--- config.mk ---
export PLATFORM = sky130hd
export DESIGN_NAME = dmem_sized
export DESIGN_NICKNAME = d
export VERILOG_FILES = /design/src/rtl/dmem_pkg.sv /design/src/rtl/dmem_resp_pipe.sv /design/src/rtl/dmem_sized.sv
export SDC_FILE = /design/constraint.sdc
export NUM_CORES = 1
export LEC_CHECK = 0
export ABC_AREA = 0
export CAP_MARGIN = 20
export CORE_ASPECT_RATIO = 0.5
export CORE_MARGIN = 2
export CORE_UTILIZATION = 30
export DETAILED_ROUTE_END_ITERATION = 6
export PLACE_DENSITY_LB_ADDON = 0.1
export SLEW_MARGIN = 40
export SYNTH_ARGS = -nofsm -noshare
export SYNTH_HDL_FRONTEND = slang
export SYNTH_HIERARCHICAL = 1
export SYNTH_SLANG_ARGS = --single-unit
export TNS_END_PERCENT = 30
--- constraint.sdc ---
create_clock -name clk -period 3.85 [get_ports clk]
set_input_delay 1.155 -clock clk [delete_from_list [all_inputs] [get_ports clk]]
set_output_delay 1.155 -clock clk [all_outputs]
set_load 0.05 [all_outputs]
--- src/rtl/dmem_pkg.sv ---
// Shared types and encodings for the sized data memory.
package dmem_pkg;

  // Access size encodings carried on req_size.
  localparam logic [1:0] SZ_B    = 2'b00;
  localparam logic [1:0] SZ_H    = 2'b01;
  localparam logic [1:0] SZ_W    = 2'b10;
  localparam logic [1:0] SZ_RSVD = 2'b11;

  // INIT clears the array one word per cycle; RUN serves requests.
  typedef enum logic {
    ST_INIT = 1'b0,
    ST_RUN  = 1'b1
  } state_e;

  // One response as it travels down the latency pipeline.
  typedef struct packed {
    logic        valid;
    logic        fault;
    logic [31:0] rdata;
  } resp_t;

endpackage

--- src/rtl/dmem_resp_pipe.sv ---
// LATENCY-deep response shift register; the last stage drives the port.
// An asynchronous clear drops every in-flight response at once.
module dmem_resp_pipe
  import dmem_pkg::*;
#(
  parameter int unsigned LATENCY = 1
) (
  input  logic  clk_i,
  input  logic  rst_ni,
  input  resp_t resp_i,
  output resp_t resp_o
);

  resp_t stage_q [LATENCY];

  // Shift responses one stage per cycle; reset empties the pipe.
  always_ff @(posedge clk_i or negedge rst_ni) begin
    if (!rst_ni) begin
      for (int i = 0; i < LATENCY; i++) stage_q[i] <= '0;
    end else begin
      stage_q[0] <= resp_i;
      for (int i = 1; i < LATENCY; i++) stage_q[i] <= stage_q[i-1];
    end
  end

  assign resp_o = stage_q[LATENCY-1];

endmodule

--- src/rtl/dmem_sized.sv ---
// Byte/half/word data memory with fault detection and a fixed response latency.
// Handshake: a request is accepted on a rising edge where req_valid && req_ready;
// responses have no backpressure and appear in acceptance order.
// LATENCY must be 1..4 and MEM_BYTES a multiple of 4 (at least 4).
module dmem_sized
  import dmem_pkg::*;
#(
  parameter int unsigned MEM_BYTES = 32,
  parameter int unsigned LATENCY   = 1
) (
  input  logic        clk,
  input  logic        rst_n,
  input  logic        req_valid,
  output logic        req_ready,
  input  logic        req_we,
  input  logic [1:0]  req_size,
  input  logic        req_unsigned,
  input  logic [31:0] req_addr,
  input  logic [31:0] req_wdata,
  output logic        resp_valid,
  output logic [31:0] resp_rdata,
  output logic        resp_fault,
  output logic [7:0]  fault_count
);

  localparam int unsigned WORDS = MEM_BYTES / 4;
  localparam int unsigned IW    = (WORDS > 1) ? $clog2(WORDS) : 1;
  localparam logic [IW-1:0] LAST_IDX = IW'(WORDS - 1);

  state_e          state_q, state_d;
  logic [IW-1:0]   init_cnt_q, init_cnt_d;
  logic [31:0]     mem_q [WORDS];
  logic [7:0]      fault_count_q;

  logic            accept;
  logic            fault;
  logic            size_rsvd, misalign;
  logic [2:0]      nbytes;
  logic [32:0]     acc_end;
  logic [IW-1:0]   word_idx;
  logic [3:0]      wr_mask;
  logic [31:0]     wr_data;
  logic [31:0]     rd_word;
  logic [7:0]      rd_byte;
  logic [15:0]     rd_half;
  logic [31:0]     ld_data;
  resp_t           pipe_in, pipe_out;

  // State register and INIT word counter.
  always_ff @(posedge clk or negedge rst_n) begin
    if (!rst_n) begin
      state_q    <= ST_INIT;
      init_cnt_q <= '0;
    end else begin
      state_q    <= state_d;
      init_cnt_q <= init_cnt_d;
    end
  end

  // Next state: sweep every word once, then serve requests until reset.
  always_comb begin
    state_d    = state_q;
    init_cnt_d = init_cnt_q;
    case (state_q)
      ST_INIT: begin
        init_cnt_d = init_cnt_q + IW'(1);
        if (init_cnt_q == LAST_IDX) begin
          state_d    = ST_RUN;
          init_cnt_d = '0;
        end
      end
      ST_RUN:  state_d = ST_RUN;
      default: state_d = ST_INIT;
    endcase
  end

  assign req_ready = (state_q == ST_RUN);
  assign accept    = req_valid && req_ready;
  assign word_idx  = req_addr[IW+1:2];

  // Decode size into byte count, alignment check and store lane steering.
  always_comb begin
    size_rsvd = 1'b0;
    misalign  = 1'b0;
    nbytes    = 3'd4;
    wr_mask   = 4'b0000;
    wr_data   = '0;
    case (req_size)
      SZ_B: begin
        nbytes  = 3'd1;
        wr_mask = 4'b0001 << req_addr[1:0];
        wr_data = {4{req_wdata[7:0]}};
      end
      SZ_H: begin
        nbytes   = 3'd2;
        misalign = req_addr[0];
        wr_mask  = req_addr[1] ? 4'b1100 : 4'b0011;
        wr_data  = {2{req_wdata[15:0]}};
      end
      SZ_W: begin
        nbytes   = 3'd4;
        misalign = |req_addr[1:0];
        wr_mask  = 4'b1111;
        wr_data  = req_wdata;
      end
      default: size_rsvd = 1'b1;
    endcase
  end

  // 33-bit end address so accesses near 0xFFFFFFFF cannot wrap into range.
  assign acc_end = {1'b0, req_addr} + {30'd0, nbytes};
  assign fault   = size_rsvd | misalign | (acc_end > 33'(MEM_BYTES));

  // Load path: pick the addressed lane and extend it to 32 bits.
  always_comb begin
    rd_word = mem_q[word_idx];
    rd_byte = rd_word[{req_addr[1:0], 3'b000} +: 8];
    rd_half = req_addr[1] ? rd_word[31:16] : rd_word[15:0];
    ld_data = '0;
    case (req_size)
      SZ_B:    ld_data = req_unsigned ? {24'd0, rd_byte} : {{24{rd_byte[7]}}, rd_byte};
      SZ_H:    ld_data = req_unsigned ? {16'd0, rd_half} : {{16{rd_half[15]}}, rd_half};
      SZ_W:    ld_data = rd_word;
      default: ld_data = '0;
    endcase
  end

  // Array write: zero sweep during INIT, lane-masked stores in RUN.
  always_ff @(posedge clk) begin
    if (state_q == ST_INIT) begin
      mem_q[init_cnt_q] <= '0;
    end else if (accept && req_we && !fault) begin
      for (int b = 0; b < 4; b++) begin
        if (wr_mask[b]) mem_q[word_idx][8*b +: 8] <= wr_data[8*b +: 8];
      end
    end
  end

  // Saturating count of accepted requests that faulted.
  always_ff @(posedge clk or negedge rst_n) begin
    if (!rst_n) begin
      fault_count_q <= '0;
    end else if (accept && fault && (fault_count_q != 8'hFF)) begin
      fault_count_q <= fault_count_q + 8'd1;
    end
  end

  assign fault_count = fault_count_q;

  // Read data is captured at the accept edge, so stores only return zero.
  always_comb begin
    pipe_in       = '0;
    pipe_in.valid = accept;
    pipe_in.fault = accept && fault;
    pipe_in.rdata = (accept && !req_we && !fault) ? ld_data : 32'd0;
  end

  dmem_resp_pipe #(.LATENCY(LATENCY)) u_resp_pipe (
    .clk_i  (clk),
    .rst_ni (rst_n),
    .resp_i (pipe_in),
    .resp_o (pipe_out)
  );

  assign resp_valid = pipe_out.valid;
  assign resp_fault = pipe_out.fault;
  assign resp_rdata = pipe_out.rdata;

endmodule

==> qor.csv, run 1 <==
metric,value,unit
setup_viol,547,
drc_errors,0,
synth-simple-area-share,10.2,%
place.gp.congestion,0.840,
detail_route.wl_per_cell,22.0,um
crit_type,in2reg,
fin_crit_sh,119,%
io_buffer_count,113,
diodes,0,
synth_top_cell_area_share,56.4,%
whs_path_depth,1,
yosys_warnings,6,
cp_max_fo,8,
rsz0062_at_grt,true,
yosys.area_share.xor_xnor,0.771,%
total_power,7340,uW
rrSetupSlack,0.95,ns
antenna_found_initial,0,
violations,negative setup slack,
required,4.10,ns
die_w,305,um
end_kind,flop,
multi_input_area,5170,um2
die_area,47300,um2
post-route-min-period,4.60,ns
ys.flop_type,edfxtp_1,
root_buffer,clkbuf_16,
synth_top_family_by_area,multiplexers,
die_y,155,um
drt_wl_total,39500,um
vias_per_cell,4.89,
cts_buffers,30,
drt-pass1-iter-count,5,
cp_num_cells,17,
leakage,0.00699,uW
min_path_type,reg2reg,
place_hpwl,28700,um
avgSynthCellArea,15.5,um2
clk_pin_slew,0.07,ns
crit_arrival,4.85,ns
synth_area,13600,um2
synth_cell_types,67,
muxShareOfSynthArea,14.3,%
pin_count,114,
synth_compound_area_share,6.39,%
area_growth,39.2,%
syn-num-nets,962,
cts_tree,done,
grt.total_usage,16.7,%
skew,0.0170,ns
ys_seq_elements,302,
r2r_cells,6,
synth_top_area_cell,edfxtp_1,
critPathTopFamily,simple AND/OR/NAND/NOR gates,
overflow,0,
hold_viol_final,0,
maxCapViolCount,0,
vias,8775,
p_per_area,387,nW/um2
h-tree-depth,1,
netlist_instances,880,
post_route_cells_drive_above_1_share,39.5,%
peakVddDrop,0.349,mV
fp-row-count,55,
async_flop_share,15.2,%
insertion_delay,0.58,ns
status,"complete, but fails checks",
path_cells,"buf_8, buf_6, ha_4, or2_4, inv_4, ha_4, a31oi_4, o22ai_4, buf_6, xor2_2, nor4_2, a21oi_1, or4_4, or4_4, buf_12, mux2_4, nor2_4",
synth_edf_count,256,
worst-path-buf-inv,5,
cpPeakStageDelay,0.56,ns
place_ws,-1.91,ns
grt_pass1_vias,9078,
synth-seq-area-share,64.8,%
grt_first_pass_wirelength,59200,um
worst_pin_slew,0.709,ns
drv_slew,0,
initial_core_util,30.3,%
ctsLongestPathBuffers,3,
seqCellArea,8840,um2
fmax,217,MHz
start_kind,input pin,
synthAdderAreaFrac,1.01,%
core_area,45000,um2
finalWorstSetupSlack,-0.751,ns
fillerInstances,4068,
worst_path_max_delay_cell,or4_4,
detail-route-antenna-nets,0,
maxSlewHeadroom,52.8,%
cts_hold_buf,0,
synthTopCellsByArea,"edfxtp_1 (56%), mux4_2 (11%), dfrtp_1 (8.4%)",
final_nets,1254,
grt_start_max_net_pins,59,
first_iter_violations,623,
cts_sinks,302,
-- synthesized netlist by cell type (4+ instances only) --
cell      instances
and2_1            6
a31oi_1           4
nor2b_1           6
dfrtp_1          46
nor2_1           70
xnor2_1          11
buf_6             4
or3_1             4
nor2_4           10
o22a_1            4
nor3b_1          10
clkbuf_1         29
a211oi_1          6
ha_1             11
nand3_1          21
nand2b_1         16
a22oi_1          17
a21oi_2          20
mux2i_1          30
nand2_1          45
and4_1            6
o22ai_1          10
nand4_1           9
edfxtp_1        256
inv_1            22
buf_1             4
mux4_2           65
o21a_1            9
buf_2            10
a21oi_1          27
and3_1           11
nor3_1           15
mux2_2           17
-- kinds of logic (layout without fill, tap and decap cells) --
group | Yosys count | in the layout
and+or+nand+nor | 251 | 251
DFF | 302 | 302
AOI/OAI and AO/OA | 120 | 120
xor gates and xnor gates | 12 | 12
adders and majority gates | 11 | 11
muxes | 112 | 112
buffers and inverters | 72 | 388
-- report_power, final --
part	switching, uW	internal (uW)	leakage (uW)	total (uW)
Sequential	41.1	3540	0.00345	3580
Combinational	442	366	0.00307	808
Clock	1260	1690	0.000474	2950
-- per-layer routing --
layer,global-route usage [%],share of wire (%),up-vias
met5,0,0,-
met2,28.2,49,153
li1,-,-,4030
met1,23.5,47,4552
met3,2.03,2.9,40
met4,2.79,1.4,0
-- registers in the layout (all words and copies together) (netlist names) --
name                cells
mem_q                 256
u_resp_pipe/resp_o     34
init_cnt_q              3
req_ready               1
fault_count             8
-- cell type report --
class,instances,share of cell area (%)
inverter,22,0.515
clock buffer,32,4.00
timing repair buffer,310,16.5
clock inverter,24,1.23
tap,598,3.95
sequential,302,46.6
multi-input combinational,506,27.3
-- worst paths after layout --
kind	from	end
max reg2reg	req_ready	mem_q[7][31]
min in group asynchronous	rst_n	fault_count[4]
max	req_size[0]	mem_q[7][31]
max in group asynchronous	rst_n	u_resp_pipe/resp_o[1]
min	fault_count[4]	fault_count[4]
min reg2reg	fault_count[4]	fault_count[4]
-- placed cells by master (no fill, tap or decap), types with 5 or more instances in the layout --
master           count
and2_1               6
mux2_2              15
o21a_1               5
nor2_4              49
clkbuf_16           31
nor2b_1              6
edfxtp_1           256
a21oi_1              9
clkdlybuf4s50_1    105
buf_4              128
and3_1              11
nand2_1             45
nor2_1              26
a22oi_1             16
nand3_1             20
nand4_1              9
clkinv_1             9
nand2b_1            16
xnor2_1             10
mux4_2              65
o22ai_1             10
nor2_2               6
inv_1               19
nor3_1              15
mux2i_1             24
buf_12              25
buf_6               44
a21oi_4              6
and4_1               6
dfrtp_1             46
nor3b_1             10
a21oi_2             32
-- through the flow --
stage	hold WS [ns]	utilization, %	instance area, um2	instances	setup TNS (ns)
final	0.521	42.1	19000	1794	-277.66
after global routing	0.548	42.1	19000	1794	-321.74
after CTS	0.516	41.1	18500	1784	-224.82
after detailed placement	0.500	37.8	17000	1707	-925.13
after global placement	0.484	37.8	17000	1707	-891.47
after floorplan	0.588	-	14100	880	-447.19
-- timing repair --
item	CTS	global route
setup endpoints to repair	553	553
buffers inserted	21	9
pin swaps	36	35
cloned	1	2
gates resized for setup	46	90
endpoints found under the hold margin	0	0
Power figures use the tool's default switching activity.
==> run 2: changes to the inputs <==
--- a/config.mk
+++ b/config.mk
@@ -6,7 +6,7 @@
 export NUM_CORES = 1
 export LEC_CHECK = 0
 export ABC_AREA = 0
-export CAP_MARGIN = 20
+export CAP_MARGIN = 5
 export CORE_ASPECT_RATIO = 0.5
 export CORE_MARGIN = 2
 export CORE_UTILIZATION = 30
==> results of run 2 <==
No change in the layout: final DEF, timing and power equal those of run 1.
==> run 3: changes to the inputs <==
--- a/config.mk
+++ b/config.mk
@@ -6,13 +6,13 @@
 export NUM_CORES = 1
 export LEC_CHECK = 0
 export ABC_AREA = 0
-export CAP_MARGIN = 5
+export CAP_MARGIN = 10
 export CORE_ASPECT_RATIO = 0.5
 export CORE_MARGIN = 2
 export CORE_UTILIZATION = 30
 export DETAILED_ROUTE_END_ITERATION = 6
 export PLACE_DENSITY_LB_ADDON = 0.1
-export SLEW_MARGIN = 40
+export SLEW_MARGIN = 20
 export SYNTH_ARGS = -nofsm -noshare
 export SYNTH_HDL_FRONTEND = slang
 export SYNTH_HIERARCHICAL = 1
==> run 3 against run 2 <==
  * Critical endpoint is now mem_q[3][5]
  * The flow still finishes with violations (negative setup slack)
  * Power decreased by 4.0%
  * Routed wire length fell by 0.48%
  * Via count is 1.3% lower
==> qor.csv, run 3 (synthesis gave the netlist of run 1 again) <==
metric,value,unit
detail_route.wl_per_cell,22.1,um
fillerInstances,4137,
peakVddDrop,0.325,mV
finalWorstSetupSlack,-0.702,ns
place_hpwl,28900,um
drt-pass1-iter-count,7,
crit_arrival,4.81,ns
post_dp_cell_area,17000,um2
vias,8659,
leakage,0.00686,uW
root_buffer,clkbuf_16,
worst_path_max_delay_cell,or4_4,
clk_pin_slew,0.06,ns
p_seq_share,50.8,%
die_w,305,um
die_y,155,um
core_area,45000,um2
comb_power_share,11.3,%
switching_share,24.1,%
final_nets,1245,
maxSlewHeadroom,52.3,%
fmax,220,MHz
cts_tree,done,
cts_sinks,302,
pin_count,114,
insertion_delay,0.58,ns
fin_crit_sh,118,%
io_buffer_count,113,
antenna_found_initial,0,
h-tree-depth,1,
dp_cells,1707,
status,"complete, but fails checks",
drt_wl_total,39300,um
start_kind,input pin,
largest-register,mem_q,
fp-row-count,55,
largest_reg_flops,256,
grt_start_max_net_pins,59,
worst_pin_slew,0.715,ns
clkPwrFrac,37.9,%
min_path_type,reg2reg,
cpPeakStageDelay,0.56,ns
die_area,47300,um2
end_kind,flop,
post-route-min-period,4.55,ns
drc_errors,0,
first_iter_violations,501,
grt_pass1_vias,9023,
detail-route-antenna-nets,0,
violations,negative setup slack,
overflow,0,
drv_slew,0,
rsz0062_at_grt,true,
cts_buffers,29,
cp_max_fo,8,
ctsLongestPathBuffers,3,
p_int,5350,uW
skew,0.00931,ns
final_common_cell,edfxtp_1,
p_per_area,379,nW/um2
crit_type,in2reg,
path_cells,"buf_8, buf_6, ha_4, xnor2_2, inv_1, ha_4, a211oi_4, nor2_4, buf_6, a311oi_2, a21oi_1, or4_4, or4_4, buf_12, mux2_4, nor2_4",
setup_viol,545,
vias_per_cell,4.87,
fin_area,18600,um2
layout_common_cells,"edfxtp_1 (256), buf_4 (140), clkdlybuf4s50_1 (105)",
maxCapViolCount,0,
p_sw,1700,uW
area_growth,36.4,%
post_route_cells_drive_above_1_share,37.8,%
hold_viol_final,0,
grt_first_pass_wirelength,58800,um
place.gp.congestion,0.840,
grt.total_usage,16.6,%
diodes,0,
initial_core_util,30.3,%
final_cell_count_no_fill,1779,
required,4.11,ns
run 3: changes by cell type in the layout (fill, tap and decap cells not counted), sizes merged:
cell,before,now
buf,202,195
clkinv,16,9
bufinv,4,1
inv,22,24
run 3: power groups by stage:
stage | clock (uW) | combinational [uW] | sequential [uW]
2_1_floorplan | 0 | 301 | 3760
3_3_place_gp | 0 | 761 | 3640
3_5_place_dp | 0 | 762 | 3640
4_1_cts | 2740 | 786 | 3580
5_1_grt | 2860 | 854 | 3580
6_report | 2670 | 796 | 3580
run 3: metal layers:
metal | vias up | global-route usage [%] | wire (um)
li1 | 4003 | - | -
met1 | 4456 | 23.3 | 18400
met2 | 156 | 28.0 | 19100
met3 | 44 | 2.10 | 1200
met4 | 0 | 3.10 | 596
met5 | - | 0 | 0
run 3: stage by stage:
| step | hold WS [ns] | setup TNS [ns] | setup slack, ns | power, uW | util, % |
|---|---|---|---|---|---|
| after floorplan | 0.588 | -447.19 | -0.938 | 4060 | - |
| after global placement | 0.484 | -891.47 | -1.84 | 4410 | 37.8 |
| after detailed placement | 0.500 | -919.15 | -1.89 | 4410 | 37.8 |
| after CTS | 0.522 | -288.85 | -0.773 | 7110 | 40.7 |
| after global routing | 0.564 | -305.09 | -0.809 | 7300 | 41.3 |
| final | 0.512 | -247.30 | -0.702 | 7040 | 41.3 |
run 3: cell type report:
| class | instances | area [um2] | share of cell area (%) |
|---|---|---|---|
| Clock inverter | 16 | 129 | 0.693 |
| Tap cell | 598 | 748 | 4.03 |
| Sequential cell | 302 | 8840 | 47.6 |
| Timing Repair Buffer | 302 | 2960 | 15.9 |
| Multi-Input combinational cell | 506 | 5070 | 27.3 |
| Inverter | 22 | 97.6 | 0.525 |
| Clock buffer | 33 | 741 | 3.99 |
run 3: worst max-delay path: cells and delay by family:
kind / cells / cell delay (ns)
and+or+nand+nor: 4 / 1.49
xor gates and xnor gates: 1 / 0.16
adders and majority gates: 2 / 0.32
muxes: 1 / 0.39
AOI/OAI and AO/OA: 3 / 0.67
buffers and inverters: 5 / 0.62
run 3: timing repair:
action,CTS,global route
endpoints found under the setup margin,553,548
buffers inserted,19,4
hold buffers,0,0
resized for setup,40,56
pin swaps,30,25
cloned,1,0
run 3: final timing paths:
kind                       slack [ns]  depth (start not counted)               endpoint            from
min                              0.51                          1         fault_count[5]  fault_count[5]
max in group asynchronous        2.88                          1  u_resp_pipe/resp_o[1]           rst_n
min reg2reg                      0.51                          1         fault_count[5]  fault_count[5]
max reg2reg                      0.98                          6            mem_q[3][5]       req_ready
max                             -0.70                         16            mem_q[3][5]     req_size[0]
min in group asynchronous        0.58                          1         fault_count[2]           rst_n
